[config.mk]
export PLATFORM = sky130hd
export DESIGN_NAME = pmem_arbiter
export DESIGN_NICKNAME = d
export VERILOG_FILES = /design/src/rtl/pmem_arbiter.sv
export SDC_FILE = /design/constraint.sdc
export NUM_CORES = 1
export LEC_CHECK = 0
export ABC_AREA = 1
export ABC_CLOCK_PERIOD_IN_PS = 3910
export BUFFER_PORTS_ARGS = -buffer_cell sky130_fd_sc_hd__buf_2
export CAP_MARGIN = 20
export CORE_AREA = 2 2 73 75
export DETAILED_ROUTE_END_ITERATION = 16
export DIE_AREA = 0 0 75 77
export PLACE_DENSITY = 0.69
export SYNTH_ARGS = -nofsm -noshare
export SYNTH_HDL_FRONTEND = slang
export SYNTH_SLANG_ARGS = --single-unit
[constraint.sdc]
create_clock -name clock -period 3.91 [get_ports clock]
set_clock_uncertainty 0.15 [all_clocks]
set_input_delay 0.391 -clock clock [delete_from_list [all_inputs] [get_ports clock]]
set_output_delay 0.391 -clock clock [all_outputs]
set_load 0.05 [all_outputs]
[src/rtl/pmem_arbiter.sv]
// Program-memory read-port arbiter between instruction fetch and the load unit.
// Define PMEM_ARB_RR_EN for round-robin arbitration; the default is load-first priority with fetch starvation relief.
module pmem_arbiter #(
    parameter int WORD_WIDTH   = 16,
    parameter int ADDR_WIDTH   = 12,
    parameter int STARVE_LIMIT = 4
) (
    input  logic                  clock,
    input  logic                  reset_n,
    input  logic                  in_fetch_req,
    input  logic [ADDR_WIDTH-1:0] in_fetch_addr,
    input  logic                  in_fetch_flush,
    output logic                  out_fetch_gnt,
    output logic                  out_fetch_valid,
    output logic [WORD_WIDTH-1:0] out_fetch_word,
    input  logic                  in_load_req,
    input  logic [ADDR_WIDTH-1:0] in_load_addr,
    output logic                  out_load_gnt,
    output logic                  out_load_valid,
    output logic [WORD_WIDTH-1:0] out_load_word,
    output logic [ADDR_WIDTH-1:0] out_pmem_addr,
    input  logic [WORD_WIDTH-1:0] in_pmem_word
);

    typedef enum logic [1:0] {
        OWN_NONE  = 2'd0,
        OWN_FETCH = 2'd1,
        OWN_LOAD  = 2'd2
    } owner_t;

    owner_t                owner_q, owner_d;
    logic                  fetchGnt, loadGnt;
    logic                  fetchValid, loadValid;
    logic [WORD_WIDTH-1:0] holdFetch_q, holdFetch_d;
    logic [WORD_WIDTH-1:0] holdLoad_q, holdLoad_d;

`ifdef PMEM_ARB_RR_EN
    logic lastGrantFetch_q, lastGrantFetch_d;

    // On contention the requester that did not win last time goes next.
    always_comb begin
        fetchGnt = 1'b0;
        loadGnt  = 1'b0;
        if (reset_n) begin
            if (in_fetch_req && in_load_req) begin
                fetchGnt = !lastGrantFetch_q;
                loadGnt  = lastGrantFetch_q;
            end else begin
                fetchGnt = in_fetch_req;
                loadGnt  = in_load_req;
            end
        end
    end

    always_comb begin
        lastGrantFetch_d = lastGrantFetch_q;
        if (fetchGnt || loadGnt) begin
            lastGrantFetch_d = fetchGnt;
        end
    end

    always_ff @(posedge clock) begin
        if (!reset_n) begin
            lastGrantFetch_q <= 1'b1;
        end else begin
            lastGrantFetch_q <= lastGrantFetch_d;
        end
    end
`else
    localparam int CW = $clog2(STARVE_LIMIT + 1);

    logic [CW-1:0] starve_q, starve_d;
    logic          fetchForced;

    // Load normally wins; fetch takes over once it has been denied STARVE_LIMIT cycles in a row.
    assign fetchForced = (starve_q == CW'(STARVE_LIMIT));

    always_comb begin
        loadGnt  = reset_n && in_load_req && !(in_fetch_req && fetchForced);
        fetchGnt = reset_n && in_fetch_req && !loadGnt;
    end

    always_comb begin
        starve_d = '0;
        if (in_fetch_req && !fetchGnt) begin
            starve_d = fetchForced ? starve_q : starve_q + CW'(1);
        end
    end

    always_ff @(posedge clock) begin
        if (!reset_n) begin
            starve_q <= '0;
        end else begin
            starve_q <= starve_d;
        end
    end
`endif

    assign out_fetch_gnt = fetchGnt;
    assign out_load_gnt  = loadGnt;

    always_comb begin
        out_pmem_addr = '0;
        if (fetchGnt) begin
            out_pmem_addr = in_fetch_addr;
        end else if (loadGnt) begin
            out_pmem_addr = in_load_addr;
        end
    end

    always_ff @(posedge clock) begin
        if (!reset_n) begin
            owner_q <= OWN_NONE;
        end else begin
            owner_q <= owner_d;
        end
    end

    always_comb begin
        owner_d = OWN_NONE;
        if (fetchGnt) begin
            owner_d = OWN_FETCH;
        end else if (loadGnt) begin
            owner_d = OWN_LOAD;
        end
    end

    // A flushed fetch response still consumes the memory slot but is neither delivered nor held.
    always_comb begin
        fetchValid = (owner_q == OWN_FETCH) && !in_fetch_flush;
        loadValid  = (owner_q == OWN_LOAD);
    end

    assign out_fetch_valid = fetchValid;
    assign out_load_valid  = loadValid;
    assign out_fetch_word  = fetchValid ? in_pmem_word : holdFetch_q;
    assign out_load_word   = loadValid ? in_pmem_word : holdLoad_q;

    always_comb begin
        holdFetch_d = fetchValid ? in_pmem_word : holdFetch_q;
        holdLoad_d  = loadValid ? in_pmem_word : holdLoad_q;
    end

    always_ff @(posedge clock) begin
        if (!reset_n) begin
            holdFetch_q <= '0;
            holdLoad_q  <= '0;
        end else begin
            holdFetch_q <= holdFetch_d;
            holdLoad_q  <= holdLoad_d;
        end
    end

endmodule
After elaboration in Yosys (flattened, before gate mapping) --
Cells that the tools add are included.
Cells by class: bitwise logic cells 1, multiplexer cells 6, divide/modulo/power cells 0, shift operators 0, eq/ne operators 3, reduce and logical (&&, ||, !) cells 13, $add $sub $neg 1, magnitude comparators 0, multiply operators 0
Operators with widths (count):
- 16-bit two-way mux | 2
- 12-bit two-way mux | 2
- 1-bit logical AND | 7
- 1-bit logical NOT | 4
- 3-bit by 1-bit adder with 3-bit output, second input constant | 1
- 3-bit == test, second input constant | 1
- 2-bit by 1-bit == test with 1-bit output, second input constant | 1
- 2-bit == test, second input constant | 1
- 2-bit two-way mux | 1
- 2-bit AND reduction | 1
- 2-bit OR reduction | 1
- 1-bit two-way mux | 1
- 1-bit NOT | 1
Storage, ports and cells: register bits after elaboration 37, word-level logic and storage cells 29, ROM bits 0, memory bits (writable) 0, bits in latches 0, memories 0, bits of input ports 45

Longest topological paths before layout --
Gate-level depths: netlist of the first run.
word-level depth 9, mapped depth 8, mapped depth without buffers 7

Worst setup path after synthesis of the first run --
OpenSTA, ideal clock, no wires.
path kind register -> output, start reg starve_q[0], end out out_fetch_gnt, path slack 1792 ps, stages on the path, launching flop included 8, arrival 1577 ps, path buffers 1, cell sequence dfxtp_1 -> inv_1 -> ha_1 -> nand3_1 -> nand2_2 -> inv_2 -> buf_6 -> nor2_1
Between the ends: word-level cells in the longest chain between the ends 6
Ends and longest elaborated chain:
- from (decl) | RTL line 72 | logic [CW-1:0] starve_q, starve_d;
- from (signal assigned) | RTL line 94 | starve_q <= starve_d;
- 3-bit == test | RTL line 76 | assign fetchForced = (starve_q == CW'(STARVE_LIMIT));
- 1-bit logical AND | RTL line 79 | loadGnt = reset_n && in_load_req && !(in_fetch_req && fetchForced);
- 1-bit logical NOT | RTL line 79
- 1-bit logical AND | RTL line 79
- via out_load_gnt | RTL line 18 | output logic out_load_gnt,
- 1-bit logical NOT | RTL line 80 | fetchGnt = reset_n && in_fetch_req && !loadGnt;
- 1-bit logical AND | RTL line 80
- to (decl) | RTL line 13 | output logic out_fetch_gnt,
The timed path passes the listed nets, and every way through them passes these cells.

Worst setup path after layout of the first run --
start reg starve_q[1], end out out_pmem_addr[7]
Between the ends: word-level cells in the longest chain between the ends 7, elaborated cells on any way between the ends 8, classes of those cells 1 x eq/ne; 2 x mux; 5 x reduce/logical
Ends and longest elaborated chain:
- 3-bit == test (*) | RTL line 76
- 1-bit logical AND (*) | RTL line 79
- 1-bit logical NOT (*) | RTL line 79
- 1-bit logical AND (*) | RTL line 79
- 1-bit logical NOT | RTL line 80
- 1-bit logical AND | RTL line 80
- 12-bit two-way mux (*) | RTL line 104 | if (fetchGnt) begin
- to (decl) | RTL line 21 | output logic [ADDR_WIDTH-1:0] out_pmem_addr,
Every way passes the cells marked *; elsewhere a longest branch is shown, timed or not.

==> impl_metrics.tcl, run 1 <==
set metrics [dict create \
    leakage_uw 0.00169 \
    final_max_slew_viol_count 0 \
    cts_setup_buffers 0 \
    nets 444 \
    min_period_over_period 0.601 \
    rsz0062_at_grt "false" \
    clkPwrFrac 0.279 \
    groute.usage.overall 0.168 \
    r2r_end "owner_q[0]" \
    gp_congestion 0.774 \
    synthTopCellsByCount "inv_1 (89), nand2_1 (75), dfxtp_1 (37)" \
    antenna_found_initial 0 \
    cp.arrival_ns 1.81 \
    yosys_warnings 0 \
    grt_pass1_wl_um 7550 \
    finalCriticalPeriod_ns 2.35 \
    synth.distinct_cells 21 \
    wl_um 4480 \
    crit_path_max_fanout 15 \
    critical_path.top_delay_family "buffers and inverters" \
    fin_util 0.500 \
    io_pins 93 \
    p_int_uw 608 \
    layout-drive-gt1-share 0.275 \
    final_area_sq_um 2490 \
    tightestPinTransition_ns 1.03 \
    path_common_cell "nand2_1" \
    yosysSeqAreaShare 0.380 \
    clkSinkCount 37 \
    worstSetupPathType "flop to output port" \
    wl_per_cell_um 9.58 \
    synth_area_leader_cell "dfxtp_1" \
    port_buffers 92 \
    path_buf_inv 3 \
    synth_nets 357 \
    reg2reg_slack_ns 2.48 \
    dp_hpwl_um 3340 \
    synth-seq-cells 37 \
    cp.required_ns 3.37 \
    synth.top_cell.area_share 0.380 \
    drt_iter0_drc 90 \
    setup_viol 0 \
    cts_tree "yes" \
    status "finished clean" \
    cts_resized 0 \
    critical-path-slowest-cell "dfxtp_1" \
    core-area_sq_um 4980 \
    clockBufferDepth 2 \
    power_frac_seq 0.414 \
    end_kind "output port" \
    grt_max_degree 34 \
    synth_edf_count 0 \
    max_freq_ghz 0.426 \
    antenna_left 0 \
    cap_violations 0 \
    maxSlewHeadroom 0.313 \
    setup_ws_ns 1.56 \
    start_kind "flop" \
    min_path_type "input port to flop" \
    placed_cell_area_sq_um 2400 \
    synthFlopType "dfxtp_1" \
    syn_to_final_growth_pct 27.7 \
    die_x_um 75 \
    num_vias 1984 \
    overflow 0 \
    synth.area.top_cells "dfxtp_1 (38%), inv_1 (17%), nand2_1 (14%)" \
    ir_drop_v 0.000127 \
    p_comb_frac 0.307 \
    hold_path_depth 3 \
    syn_inst 310 \
    clock_latency_ns 0.28 \
    die_area_sq_um 5780 \
    h-tree-depth 2 \
    async_reset_ff_frac 0 \
    min_from "in_load_req" \
    place_ws_ns 1.87 \
    first_pass_iters 4 \
    avgSynthCellArea_sq_um 6.28 \
    tns_ns 0 \
    antenna_cells 0 \
    cp_cell_sequence "inv_1 > ha_1 > nand3_1 > nand2_2 > inv_2 > nand2_1 > nand2_1 > buf_2" \
    power_uw 971 \
    rr_startpoint "starve_q[1]" \
    synth_area_sq_um 1950 \
    avgViaCountPerCell 4.25 \
    cp_slowest_stage_delay_ns 0.37 \
    row_count 26 \
    finalHoldViolations 0 \
    clk_pin_slew_worst_paths_ns 0.07 \
    numCtsBuffers 5 \
    grt_pass1_vias 1835 \
    holdPathEnd "starve_q[0]" \
    cts_hold_buf 0 \
    initial_core_util 0.391 \
    r2r_cells 6 \
    drc 0 \
    die_h_um 77 \
    cts_root_buf "clkbuf_8" \
    switching_share 0.373 \
    p_sw_uw 363 \
    synth.most_common_cell "inv_1" \
    powerDensity_nw_per_um2 390 \
]
-- through the flow --
| step | hold slack (ns) | instances |
|---|---|---|
| 6_report | 0.219 | 467 |
| 3_5_place_dp | 0.348 | 460 |
| 4_1_cts | 0.212 | 467 |
| 3_3_place_gp | 0.330 | 460 |
| 5_1_grt | 0.212 | 467 |
| 2_1_floorplan | 0.308 | 310 |
-- power groups by stage --
stage	logic, uW	registers (uW)	clock network [uW]
after global routing	325	404	298
after floorplan	231	410	0
after global placement	299	410	0
after CTS	302	402	279
after detailed placement	301	411	0
final	299	402	271
-- layer usage --
layer  vias to the layer above  track usage  part of all wire
met5                         -            0                 0
met4                         0       0.0536            0.0098
met3                         5       0.0552             0.093
met2                        79        0.298              0.47
met1                       837        0.183              0.42
li1                       1063            -                 -
-- layout make-up --
cell class | instances | area, sq um
fillers | 531 | 2490
multi-input cells | 168 | 762
flip-flops and latches | 37 | 741
repair buffers | 92 | 460
inverters | 93 | 352
well taps | 70 | 87.6
clock buffers | 7 | 86.3
-- tightest hold or removal path: cells and delay by family --
family | cells | cell delay (ns)
simple gates | 2 | 0.12
buf+inv | 1 | 0.09
-- cells in the final DEF (no fill, tap or decap) --
cell type,count
a21oi_1,2
buf_2,92
clkbuf_1,1
clkbuf_8,6
dfxtp_1,37
ha_1,2
inv_1,89
inv_2,3
inv_4,1
nand2_1,75
nand2_2,4
nand2_4,1
nand3_1,30
nand3_4,1
nor2_1,34
nor2_8,1
nor3_1,1
o21ai_1,16
xnor2_1,1
-- registers in the layout, summed over array words and instances, names as in the netlist --
signal and cells:
holdFetch_q 16, starve_q 3, owner_q 2, holdLoad_q 16
-- how the worst max path moves through the flow --
stage / from / end / slack [ns] / cells after the start
finish: starve_q[1] / out_pmem_addr[7] / 1.56 / 8
global route: starve_q[1] / out_pmem_addr[7] / 1.35 / 8
CTS: starve_q[1] / out_pmem_addr[7] / 1.55 / 8
detailed placement: starve_q[1] / out_pmem_addr[7] / 1.87 / 8
global placement: starve_q[1] / out_pmem_addr[5] / 1.93 / 8
floorplan: starve_q[0] / out_fetch_gnt / 1.79 / 7
-- cells by family after synthesis --
logic type / count (synthesis) / synth area share
simple gates: 147 / 0.328
flops: 37 / 0.380
compound gates: 18 / 0.0462
xor+xnor: 1 / 0.00450
fa+ha+maj: 2 / 0.0128
buf+inv: 105 / 0.229
No activity file was read; power rests on OpenSTA's default activity.
==> inputs of run 2 (changes only) <==
- ABC_CLOCK_PERIOD_IN_PS: 3910 -> 2100
- PLACE_DENSITY: 0.69 -> 0.72
- clock period: 3.91 -> 2.1 ns (I/O delays scaled with it)
==> run 2 against run 1 <==
  * Largest power group unchanged
  * Core utilization is 1.1 points higher
  * Combinational power is 89% higher
  * Power is 91% higher
  * Routed wire length is 1.0% lower
  * Highest routed layer unchanged
  * Sequential power is 86% higher
  * Worst setup slack worse by 1.4 ns
  * First-iteration DRC count is 22% lower
  * Cell area is 2.1% higher
  * Sequential share of layout area is 0.62 points lower
==> impl_metrics.tcl, run 2 (synthesis gave the netlist of run 1 again) <==
set metrics [dict create \
    status "finished clean" \
    power_frac_seq 0.404 \
    setup_ws_ns 0.116 \
    clkSinkCount 37 \
    clk_pin_slew_worst_paths_ns 0.07 \
    fillers 526 \
    row_count 26 \
    core-area_sq_um 4980 \
    cp.arrival_ns 1.62 \
    wl_um 4430 \
    cp_cell_sequence "inv_1 > ha_1 > nand3_1 > nand2_2 > buf_4 > nand3_1 > nand2_1 > buf_2" \
    final_area_sq_um 2540 \
    p_int_uw 1180 \
    port_buffers 92 \
    avgViaCountPerCell 4.25 \
    finalHoldViolations 0 \
    setup_viol 0 \
    overflow 0 \
    cts_root_buf "clkbuf_8" \
    num_vias 1998 \
    die_x_um 75 \
    clkPwrFrac 0.291 \
    placed_cells 462 \
    ir_drop_v 0.000228 \
    min_path_type "input port to flop" \
    initial_core_util 0.391 \
    grt_pass1_wl_um 7520 \
    largest_registers "holdFetch_q: 16 flops, holdLoad_q: 16 flops, starve_q: 3 flops" \
    grt_max_degree 34 \
    groute.usage.overall 0.164 \
    h-tree-depth 2 \
    max_freq_ghz 0.504 \
    placed_cell_area_sq_um 2420 \
    gp_congestion 0.767 \
    cts_hold_buf 0 \
    powerDensity_nw_per_um2 729 \
    end_kind "output port" \
    critical_path.top_delay_family "buffers and inverters" \
    clockBufferDepth 2 \
    place_ws_ns 0.408 \
    p_comb_frac 0.305 \
    antenna_found_initial 0 \
    drt_iter0_drc 70 \
    first_pass_iters 4 \
    final_cells 470 \
    clock_latency_ns 0.28 \
    path_buf_inv 3 \
    antenna_left 0 \
    tightestPinTransition_ns 0.342 \
    die_area_sq_um 5780 \
    start_kind "flop" \
    grt_pass1_vias 1860 \
    antenna_cells 0 \
    cp.required_ns 1.74 \
    p_sw_uw 675 \
    nets 446 \
    layout-drive-gt1-share 0.283 \
    syn_to_final_growth_pct 30.4 \
    finalCriticalPeriod_ns 1.98 \
    worstSetupPathType "flop to output port" \
    final_max_slew_viol_count 0 \
    leakage_uw 0.00171 \
    crit_path_max_fanout 13 \
    numCtsBuffers 5 \
    dp_hpwl_um 3390 \
    cp_slowest_stage_delay_ns 0.32 \
    die_h_um 77 \
    mostFrequentLayoutCells "inv_1 (89), buf_2 (84), nand2_1 (75), dfxtp_1 (37), nor2_1 (34)" \
    maxSlewHeadroom 0.772 \
    wl_per_cell_um 9.43 \
    cts_tree "yes" \
    drc 0 \
    min_period_over_period 0.945 \
    critical-path-slowest-cell "dfxtp_1" \
    io_pins 93 \
    final_common_cell "inv_1" \
    switching_share 0.365 \
    cap_violations 0 \
    fin_util 0.511 \
    path_common_cell "nand3_1" \
]
-- run 2: cell count changes in the layout (fill, tap and decap cells not counted), sizes merged --
cell | previous run | this run
buf | 92 | 87
clkinv | 0 | 1
clkbuf | 7 | 14
-- run 2: timing repair --
action	4_1_cts	5_1_grt
endpoints found under the setup margin	0	12
resized for setup	0	10
buffers inserted	0	0
-- run 2: final timing paths --
check / from / to / slack [ns] / cells past startpoint
worst max-delay path: starve_q[0] / out_pmem_addr[6] / 0.12 / 8
worst max register to register: owner_q[0] / holdLoad_q[12] / 0.80 / 5
worst min-delay path: in_load_req / starve_q[0] / 0.04 / 3
worst min register to register: starve_q[1] / starve_q[1] / 0.34 / 2
-- run 2: power by group through the flow --
stage	logic (uW)	registers [uW]	clock network [uW]
3_3_place_gp	558	763	0
2_1_floorplan	430	762	0
5_1_grt	619	752	599
4_1_cts	565	749	563
3_5_place_dp	563	765	0
6_report	564	748	539
-- run 2: area by class of cell --
type / instances / area, sq um / area share
well taps: 70 / 87.6 / 0.0345
multi-input cells: 168 / 762 / 0.300
clock buffers: 7 / 96.3 / 0.0379
clock inverters: 1 / 5.00 / 0.00197
flip-flops and latches: 37 / 741 / 0.291
repair buffers: 94 / 495 / 0.195
inverters: 93 / 354 / 0.139
-- run 2: worst register-to-register path, stage by stage, from the launching register on --
cell     delay [ns]
dfxtp_1        0.39
inv_2          0.10
nand2_4        0.28
nand2_1        0.10
o21ai_1        0.12
nor2_1         0.05
-- run 2: through the flow --
step	power (uW)	hold slack [ns]	setup TNS (ns)
6_report	1850	0.0359	0
5_1_grt	1970	0.0582	-0.00155
4_1_cts	1880	0.0254	0
3_5_place_dp	1330	0.329	0
3_3_place_gp	1320	0.329	0
2_1_floorplan	1190	0.191	0
-- run 2: per-layer routing --
layer / track usage / wire length [um] / vias to the layer above
li1: - / - / 1060
met1: 0.185 / 1850 / 851
met2: 0.286 / 2130 / 80
met3: 0.0512 / 368 / 7
met4: 0.0536 / 78 / 0
met5: 0 / 0 / -
